**src/rtl/sysid_checker_timer.sv**
```systemverilog
// -----------------------------------------------------------------------------
// sysid_checker_timer
// Per-state wait counter. Reloads to zero on clear, counts while enabled and
// flags the last permitted cycle of the current state.
//
// Ports
//   clock    : sole clock, rising edge
//   reset    : synchronous, active-high
//   clear    : load zero (state entry); has priority over enable
//   enable   : count this cycle
//   expired  : high during the TIMEOUT_CYCLES-th enabled cycle since clear
// -----------------------------------------------------------------------------
module sysid_checker_timer #(
    parameter int unsigned TIMEOUT_CYCLES = 255
) (
    input  logic clock,
    input  logic reset,
    input  logic clear,
    input  logic enable,
    output logic expired
);

    localparam logic [15:0] LAST_COUNT = 16'(TIMEOUT_CYCLES - 1);

    logic [15:0] count;

    // NOTE: registers are written with <= so every flop samples the
    // pre-edge values of its inputs, independent of process ordering.
    always_ff @(posedge clock) begin
        if (reset || clear) begin
            count <= '0;
        end else if (enable) begin
            count <= count + 16'd1;
        end
    end

    // The owning state leaves on this cycle, so the counter never wraps.
    assign expired = enable && (count == LAST_COUNT);

endmodule

```
**config.mk**
```make
export PLATFORM = sky130hd
export DESIGN_NAME = sysid_checker_timer
export DESIGN_NICKNAME = d
export VERILOG_FILES = /design/src/rtl/sysid_checker_timer.sv
export SDC_FILE = /design/constraint.sdc
export NUM_CORES = 1
export LEC_CHECK = 0
export ABC_AREA = 1
export CAP_MARGIN = 20
export CORE_AREA = 5 5 53 55
export DETAILED_ROUTE_END_ITERATION = 12
export DIE_AREA = 0 0 58 60
export GPL_TIMING_DRIVEN = 0
export PLACE_DENSITY = 0.59
export SLEW_MARGIN = 20
export SYNTH_ARGS = -nofsm -noshare
export SYNTH_HDL_FRONTEND = slang
export SYNTH_SLANG_ARGS = --single-unit
```
**constraint.sdc**
```tcl
create_clock -name clock -period 1.2 [get_ports clock]
set_clock_uncertainty 0.15 [all_clocks]
set_input_delay 0.24 -clock clock [delete_from_list [all_inputs] [get_ports clock]]
set_output_delay 0.24 -clock clock [all_outputs]
set_load 0.02 [all_outputs]
```
======== Yosys cells after proc, flatten, opt, wreduce, memory -nomap -nowiden ========
Index checks and enable logic that the tools add are counted.
cells by class
  equality and inequality tests ........... 1
  add/subtract/negate cells ............... 1
  reductions and logical operators ........ 2
operators by type and width
  cell                     number
  $add A16 B1 Y16 const B  1
  $eq A16 B8 Y1 const B    1
  $logic_and A1 B1 Y1      1
  $logic_or A1 B1 Y1       1
word-level totals
  flip-flop bits (word level) ............. 16
  bits of input ports ..................... 4
  output and inout bits ................... 1
  word-level logic and storage cells ...... 5

======== Logic depth before layout (Yosys ltp) ========
Gate-level depths: netlist (run 1).
  word-level depth ........................ 2
  gate-level depth with buffers ........... 7
  depth with buffers taken out ............ 7

======== Least setup slack after synthesis (run 1) ========
No wires, ideal clock.
  path kind ............................... reg-to-output
  start ................................... register count[8]
  end ..................................... output port expired
  arrival ................................. 1.321 ns
  required time ........................... 0.810 ns
  setup slack ............................. -0.511 ns
  path buffers ............................ 0
  stages on the path, launching flop included .. 3
  cell sequence ........................... dfxtp_1 > or2_2 > nor4_1
between the ends
  longest elaborated chain between the ends .. 2
RTL lines
  item                    RTL line  source
  start, declared         25        logic [15:0] count;
  start signal, assigned  33        count <= count + 16'd1;
  $eq A16 B8 Y1           38        assign expired = enable && (count == LAST_COUNT);
  $logic_and A1 B1 Y1     38
  end, declared           20        output logic expired
No other way between the ends.

======== Worst setup path in the final report (run 1) ========
  start ................................... register count[2]
  end ..................................... output port expired
The elaborated chain is that of the path after synthesis.

==> results of run 1 <==
## worst reg2reg max path: cells and delay by family, from the launching register on
kind	cells	cell delay [ps]
flip-flops	1	360
AND/OR/NAND/NOR	2	130
XOR/XNOR	1	140
adder cells (fa/ha/maj)	1	180
buffers and inverters	3	390
## layer usage
| layer | global-route usage | vias up |
|---|---|---|
| met4 | 0.0662 | 0 |
| met2 | 0.260 | 7 |
| met5 | 0 | - |
| met3 | 0.0475 | 4 |
| li1 | - | 449 |
| met1 | 0.165 | 414 |
## cell type report
class,count,area (um2)
fillers,210,1020
multi-input cells,95,677
flip-flops and latches,16,344
repair buffers,20,191
inverters,12,53.8
well taps,30,37.5
clock buffers,3,22.5
## where the power goes
part / switching [mW] / total, mW / internal, mW
Sequential: 0.00300 / 0.527 / 0.524
Combinational: 0.0429 / 0.0890 / 0.0461
Clock: 0.175 / 0.292 / 0.117
## metrics by stage
step                      setup slack [ps]  setup TNS, ps
after global routing                  -583          -3920
after global placement               -1170          -7970
after floorplan                       -214           -214
after CTS                             -516          -1370
final                                 -515          -2640
after detailed placement             -1190          -8420
## logic make-up (layout without fill, tap and decap cells)
kind of cell,count (synthesis),in the layout
AND/OR/NAND/NOR,76,76
adder cells (fa/ha/maj),2,2
buffers and inverters,12,35
XOR/XNOR,3,3
AO/OA/AOI/OAI,14,14
flip-flops,16,16
## worst paths after layout
kind	endpoint	slack, ps	cells past startpoint
max	expired	-510	5
max reg2reg	count[8]	-240	7
min	count[1]	150	2
min reg2reg	count[3]	320	1
## cell usage in the layout, fill, tap and decap left out, drive strengths merged
cell,n
clkbuf,4
nor2,30
nor4,1
a211oi,1
nand4,3
and3,2
inv,11
clkdlybuf4s50,2
dfxtp,16
nand2,28
clkinvlp,1
ha,2
nand3,9
or2,1
o21ai,5
xor2,3
a21oi,8
nor3,2
buf,17
## timing repair
item,CTS,global route
hold buffers,0,0
pin swaps,14,11
buffers inserted,12,4
resized for setup,43,33
cloned,0,0
endpoints found under the setup margin,16,17
==> impl_results.md, run 1 <==
- CP Launch Point: count[2]
- DR iter-0 viols: 21
- Relative slew slack: 0.843
- Final setup fails: 16
- Non-Filler Instances: 176
- # placed instances: 157
- Initial core utilization: 0.362
- Outcome: finished with violations
- CTS root buffer: clkbuf_4
- Critical-path cell list: nand2_2, nor2_4, nand2_2, nor4_4, buf_4
- Number of buffers created by CTS: 3
- Vias after detailed routing: 874
- Xor and xnor area share after synthesis: 0.0310
- First-pass GRT wire length: 3820 um
- Initial antenna violation count: 0
- Largest net degree at the start of global routing: 9
- Io pins: 5
- Port buffer count: 4
- Largest register FFs: 16
- Fin nets: approximately 150
- Diodes inserted: 0
- Max clock buf depth: 2
- Top-area cell type share of the netlist area: 0.378
- Final wirelength: approximately 2300 um
- # Max-Cap Violations: 0
- Gr ovfl total: 0
- Final core occ: 0.566
- Actual slew at the worst max-slew pin: 235 ps
- Fin Hold WS: ~150 ps
- Leakage power total: roughly 0.47 nW
- Most frequent cells after synthesis: 26 x nand2_1, 23 x nor2_1, 16 x dfxtp_1, 12 x inv_1
- Reg2reg start: count[0]
- # rows: 18
- Met2 Wirelength: 1240 um
- Dominant cell type by area after synthesis: dfxtp_1
- FMAX: between 500 and 600 MHz
- H-tree levels: 1
- 1st-pass router iterations: 4
- Ys async rst share: 0
- Antenna-violating nets left: 0
- Worst VDD drop: 0.000545 V
- Number of global-route vias before repair: 850
- Required time of the critical path: 810 ps
- Core Box Area: 2340 um2
- Chip height: roughly 60 um
- Critical path capture point type: primary output
- Buffers plus inverters on the worst setup path: 1
- DRC viols: 0
- TritonCTS Sinks: 16
- TritonCTS clock tree: built
- Fin crit period: about 1700 ps
- Area of the die: 3480 um2
- Gr usage total: 0.149
- Slew Limit Fails: 0
- M1 WL: 947 um
- Setup Crit Path Kind: reg2out
- Synth Register Bits: 16
- Power density over the cells: 685 nW/um2
- Worst path arrival time: about 1300 ps
- Vias/cell: roughly 5.0
- Uppermost layer routed: met4
- Crit path launch type: flip-flop
- Syn avg cell area: 6.90 um2
- CP most frequent cell: nand2_2
- Hold WC Path Type: in2reg
- Most used DFF post-synth: dfxtp_1
- CP delay by family, top: simple AND/OR/NAND/NOR gates
- Finished layout cell area: between 1000 and 1500 um2
- Power, Total: 0.908 mW
- HPWL after DPL: about 1300 um
- Cells after Synth: 123
- Post-synth EDFFs: 0
- Largest family of logic cells by synthesized area: simple AND/OR/NAND/NOR gates
- Top flop regs: count: 16 flops
- Violated checks: negative setup slack
- Count leader, synth: nand2_1
- Area after DPL: between 900 and 1000 um2
- Met3 routed WL: 60 um
- Most flop-heavy register: count
- Slowest-stage cell, CP: dfxtp_4
- Synthesis Warnings: 0
- Layout cells sized above 1: 0.500
- Cell Area, Synth: ~850 um2
- Final period util: 1.43
- Largest cells by area after synthesis: dfxtp_1 38%, nand2_1 12%, nor2_1 10%, inv_1 5.3%, a21oi_1 4.7%
- Synthesized-area fraction occupied by adder cells: 0.0295
- Post-Syn Nets: 129
- Final hold violation count: 0
- Slowest stage delay, CP: a little under 400 ps
- Clock Latency Late Sink: about 290 ps
- Clk slew on worst S/H paths: ~90 ps
- Area delta synth->final: 56.3%
- Die Wd: approximately 58 um
- Synth unique cells: 19
- GP Congestion: ~0.8
- Sequential area share after synthesis: 0.378
- Wire length per cell: between 10 and 15 um
- Post-route setup slack: -515 ps
- Simple-gate share of the synthesized area: 0.423
- Mux share of post-synthesis cell area: 0
- Complex-gate fraction of the synthesized area: 0.0855
- Crit path max fanout: 5
- RSZ-0062 raised after global routing: true
- Hold Path Origin: enable
Power figures use the tool's default switching activity.
==> run 2: changes to the inputs <==
--- a/config.mk
+++ b/config.mk
@@ -12,6 +12,7 @@
 export DIE_AREA = 0 0 58 60
 export GPL_TIMING_DRIVEN = 0
 export PLACE_DENSITY = 0.59
+export SKIP_CTS_REPAIR_TIMING = 1
 export SLEW_MARGIN = 20
 export SYNTH_ARGS = -nofsm -noshare
 export SYNTH_HDL_FRONTEND = slang
==> run 2 against run 1 <==
The run still ends with negative setup slack left. Wire length shrank 5.8%. Sequential share of layout area grew 3.6 points. Sequential cell count is the same. Cell count shrank 5.1%. Clock-buffer cell count is the same. Final area shrank 12%. Utilization shrank 6.6 points. Non-clock buffer count shrank 9. Global-route usage shrank 2.9 points. Combinational power shrank 30%. Critical endpoint unchanged. Largest cell class unchanged. Largest power group unchanged.
==> impl_results.md, run 2 (synthesized netlist as in run 1, its figures left out) <==
- Slowest stage delay, CP: between 300 and 400 ps
- # rows: 18
- Critical R2R Capture: count[6]
- DR iter-0 viols: 13
- Die Wd: between 50 and 60 um
- Slowest-stage cell, CP: dfxtp_4
- Reg2reg setup slack: -240 ps
- Max clock buf depth: 2
- Final wirelength: between 2000 and 2500 um
- Final core occ: 0.501
- Fin crit period: approximately 1700 ps
- 1st-pass router iterations: 4
- Vias after detailed routing: ~830
- Slew Limit Fails: 0
- Largest net degree at the start of global routing: 10
- Clk slew on worst S/H paths: 90 ps
- FMAX: 579 MHz
- Critical-path cell list: inv_4, ha_4, nand3_4, nor4_4, buf_4
- Power density over the cells: roughly 750 nW/um2
- Worst R2R Path Depth: 8
- RSZ-0062 raised after global routing: true
- DRC viols: 0
- Post-route setup slack: -526 ps
- Fin nets: around 150
- GP Congestion: between 0.8 and 0.9
- Critical path capture point type: primary output
- Worst path depth: 5
- Antenna-violating nets left: 0
- Crit path max fanout: 3
- Top flop regs: count: 16 flops
- Crit path launch type: flip-flop
- Worst path arrival time: approximately 1300 ps
- Largest register FFs: 16
- Clock Latency Late Sink: approximately 290 ps
- Number of global-route vias before repair: between 700 and 800
- Final hold violation count: 0
- Hold Crit Endpoint: count[1]
- H-tree levels: 1
- M1 WL: about 900 um
- Post-Place Worst Slack: -1190 ps
- Core Box Area: 2340 um2
- Final setup TNS: -2850 ps
- Met3 routed WL: a little under 60 um
- TritonCTS Sinks: 16
- Final setup fails: 15
- Met2 Wirelength: about 1200 um
- Most common cell after layout, fill and taps aside: nand2_1
- Area delta synth->final: 38.2%
- Initial core utilization: 0.362
- Hold Crit Depth: 2
- Leakage power total: roughly 0.45 nW
- Violated checks: negative setup slack
- Most frequent cells in the layout: 23 x nand2_1, 22 x nor2_1, 8 x inv_1
- Chip height: roughly 60 um
- Io pins: 5
- Most flop-heavy register: count
- Worst VDD drop: 0.000548 V
- Uppermost layer routed: met4
- # Max-Cap Violations: 0
- Wire length per cell: approximately 13 um
- CP delay by family, top: flip-flops
- Initial antenna violation count: 0
- First-pass GRT wire length: ~3000 um
- Buffers plus inverters on the worst setup path: 2
- HPWL after DPL: 1330 um
- Layout cells sized above 1: 0.350
- Vias/cell: 4.94
- Final period util: 1.44
- Power, Total: between 0.8 and 0.9 mW
- TritonCTS clock tree: built
- Hold Path Origin: enable
- Actual slew at the worst max-slew pin: 333 ps
- Area of the die: ~3500 um2
- Fin Hold WS: 208 ps
- Port buffer count: 4
- Number of buffers created by CTS: 3
- Outcome: finished with violations
- Relative slew slack: 0.778
- Reg2reg start: count[0]
- CTS root buffer: clkbuf_4
- Hold WC Path Type: in2reg
- Setup Crit Path Kind: reg2out
- Diodes inserted: 0
- Gr ovfl total: 0
- Required time of the critical path: 810 ps
- Gr usage total: 0.120
## run 2: cell types whose count changed in the layout (fill, tap and decap cells not counted), sizes merged
cell / before / now
buf: 17 / 8
clkbuf: 4 / 3
clkinvlp: 1 / 0
dlymetal6s2s: 0 / 1
inv: 11 / 12
## run 2: worst max-delay path by stage
stage | start | to | slack, ps
after global placement | enable | expired | -1170
after floorplan | count[8] | expired | -210
final | count[0] | expired | -530
after detailed placement | enable | expired | -1190
after CTS | enable | expired | -1190
after global routing | count[7] | expired | -600
## run 2: worst register-to-register path, stage by stage (launching register included)
cell and delay, ps:
dfxtp_4 370, buf_6 120, buf_6 110, ha_4 170, nand2_4 70, inv_2 40
nand2_1 60, inv_2 50, a211oi_2 210
## run 2: area by class of cell
cell class	count	area (um2)
Tap cell	30	37.5
Inverter	12	50.0
Clock buffer	3	22.5
Fill cell	239	1170
Multi-Input combinational cell	95	612
Sequential cell	16	347
Timing Repair Buffer	11	104
## run 2: metrics by stage
step,instance area (um2),cells
3_3_place_gp,956,157
5_1_grt,1170,167
6_report,1170,167
4_1_cts,978,160
3_5_place_dp,956,157
2_1_floorplan,878,123
## run 2: per-layer routing
layer,vias up,global-route usage
met4,0,0.0497
met5,-,0
met3,6,0.0454
met1,378,0.143
met2,17,0.192
li1,424,-
## run 2: power breakdown
group	leakage [nW]	total (mW)	switching (mW)	internal, mW
combinational	0.298	0.0627	0.0329	0.0298
sequential	0.135	0.528	0.00543	0.522
clock	0.0138	0.287	0.171	0.117
==> run 3: changes to the inputs <==
--- a/config.mk
+++ b/config.mk
@@ -7,9 +7,9 @@
 export LEC_CHECK = 0
 export ABC_AREA = 1
 export CAP_MARGIN = 20
-export CORE_AREA = 5 5 53 55
+export CORE_AREA = 2 2 50 52
 export DETAILED_ROUTE_END_ITERATION = 12
-export DIE_AREA = 0 0 58 60
+export DIE_AREA = 0 0 52 54
 export GPL_TIMING_DRIVEN = 0
 export PLACE_DENSITY = 0.59
 export SKIP_CTS_REPAIR_TIMING = 1
==> constraint.sdc (replaced) <==
create_clock -name clock -period 1.2 [get_ports clock]
set_clock_uncertainty 0.15 [all_clocks]
set_input_delay 0.36 -clock clock [delete_from_list [all_inputs] [get_ports clock]]
set_output_delay 0.36 -clock clock [all_outputs]
set_load 0.02 [all_outputs]
==> run 3 against run 2 <==
The run still ends with negative setup slack left. Die area is 19% lower. First-iteration DRC count is 31% lower. Clock power is 26% higher. Setup slack worse by 190 ps. Via count is 2.2% lower. Cell count is 2.4% higher. Sequential cell count stayed put. Clock-buffer cell count is 1 higher. Critical path depth stayed put. Critical path type unchanged. Highest routed layer unchanged.
==> impl_results.md, run 3 (synthesized netlist as in run 1, its figures left out) <==
- Largest register FFs: 16
- CTS root buffer: clkbuf_4
- Hold Crit Depth: 4
- Slowest-stage cell, CP: dfxtp_4
- Die Wd: approximately 52 um
- Critical-path cell list: nand2_4, nor2_4, nand2_4, nor4_4, buf_4
- Required time of the critical path: between 600 and 700 ps
- Gr ovfl total: 0
- Actual slew at the worst max-slew pin: approximately 270 ps
- Final period util: 1.60
- Port buffer count: 4
- Largest net degree at the start of global routing: 10
- Non-Filler Instances: 171
- 1st-pass router iterations: 4
- HPWL after DPL: between 1000 and 1500 um
- # rows: 18
- Fillers: approximately 230
- Slew Limit Fails: 0
- Clk slew on worst S/H paths: 100 ps
- Relative slew slack: 0.816
- Fin nets: ~150
- Chip height: around 54 um
- Most frequent cells in the layout: 24 x nand2_1, 20 x nor2_1, 11 x buf_4, 10 x dfxtp_2
- First-pass GRT wire length: just under 3000 um
- # placed instances: between 150 and 200
- Initial antenna violation count: 0
- Diodes inserted: 0
- Leakage power total: between 0.4 and 0.5 nW
- Worst VDD drop: between 0.0007 and 0.0008 V
- Setup Crit Path Kind: reg2out
- Area occupied by multi-input gates: between 500 and 600 um2
- Area delta synth->final: 36.3%
- Top flop regs: count: 16 flops
- Most common cell after layout, fill and taps aside: nand2_1
- Clock Latency Late Sink: around 280 ps
- Vias/cell: around 4.7
- Hold WC Path Type: in2reg
- Worst path arrival time: around 1400 ps
- H-tree levels: 1
- Critical path capture point type: primary output
- Worst R2R Path Depth: 8
- Vias after detailed routing: ~800
- CP delay by family, top: simple AND/OR/NAND/NOR gates
- FF+latch area: ~350 um2
- Final setup fails: 5
- Fin crit period: just under 2000 ps
- Power density over the cells: 813 nW/um2
- RSZ-0062 raised after global routing: true
- Gr usage total: 0.148
- # Max-Cap Violations: 0
- Core Box Area: around 2300 um2
- Number of global-route vias before repair: roughly 700
- Area of the die: between 2000 and 3000 um2
- Violated checks: negative setup slack
- Reg2reg setup slack: -110 ps
- Fin Hold WS: 254 ps
- Crit path launch type: flip-flop
- Initial core utilization: 0.366
- Worst path depth: 5
- Io pins: 5
- Antenna-violating nets left: 0
- Buffers plus inverters on the worst setup path: 1
- Number of buffers created by CTS: 3
- Crit path max fanout: 5
- TritonCTS Sinks: 16
- FMAX: around 520 MHz
- CP most frequent cell: nand2_4
- Wire length per cell: 10.9 um
- GP Congestion: about 0.78
- Final hold violation count: 0
- Max clock buf depth: 2
- Final wirelength: approximately 1900 um
- Post-route setup slack: -720 ps
- Most flop-heavy register: count
- DR iter-0 viols: 9
- Outcome: finished with violations
- TritonCTS clock tree: built
- Slowest stage delay, CP: just under 400 ps
- Layout cells sized above 1: 0.376
- DRC viols: 0
[run 3: changes by cell type in the layout (fill, tap and decap cells not counted), sizes merged]
cell           previous run  this run
clkinvlp                  0         1
clkdlybuf4s50             2         0
clkbuf                    3         4
buf                       8        11
dlymetal6s2s              1         3
inv                      12        11
[run 3: layout make-up]
cell class / count / area share
multi-input combinational: 95 / 0.489
timing repair buffer: 14 / 0.104
inverter: 12 / 0.0422
clock buffer: 4 / 0.0314
tap: 30 / 0.0325
sequential: 16 / 0.301
[run 3: path summary, 6_finish.rpt]
kind,startpoint,end
worst min register to register,count[0],count[0]
worst max-delay path,count[5],expired
worst min-delay path,clear,count[12]
worst max register to register,count[5],count[12]
[run 3: metrics by stage]
stage                      util  total power [mW]  setup WS, ps  cell area [um2]  setup TNS (ps)
after global placement    0.412             0.587         -1400              956          -10120
after floorplan               -             0.568          -334              878            -334
after CTS                 0.428             0.954         -1450              992           -5500
after detailed placement  0.412             0.587         -1440              956          -10430
final                     0.498             0.940          -720             1160            -994
after global routing      0.498             0.993          -830             1160           -1800
[run 3: worst reg2reg max path, stage by stage (launching register included)]
cell	delay, ps
dfxtp_4	390
nand2_4	50
nor2_4	170
nand2_4	80
buf_4	140
nor2_4	80
nand3_2	60
nand2_1	50
nor2_1	40
[run 3: routing by layer]
layer,global-route usage,share of wire
met5,0,0
met1,0.168,0.47
met3,0.0583,0.034
met2,0.247,0.48
met4,0.0658,0.0092
[run 3: power by group]
group	switching [mW]	internal (mW)	leakage (nW)	total, mW
clock network	0.176	0.185	0.0210	0.361
logic	0.0252	0.0229	0.306	0.0481
registers	0.00517	0.526	0.137	0.532
total	0.206	0.734	0.465	0.940
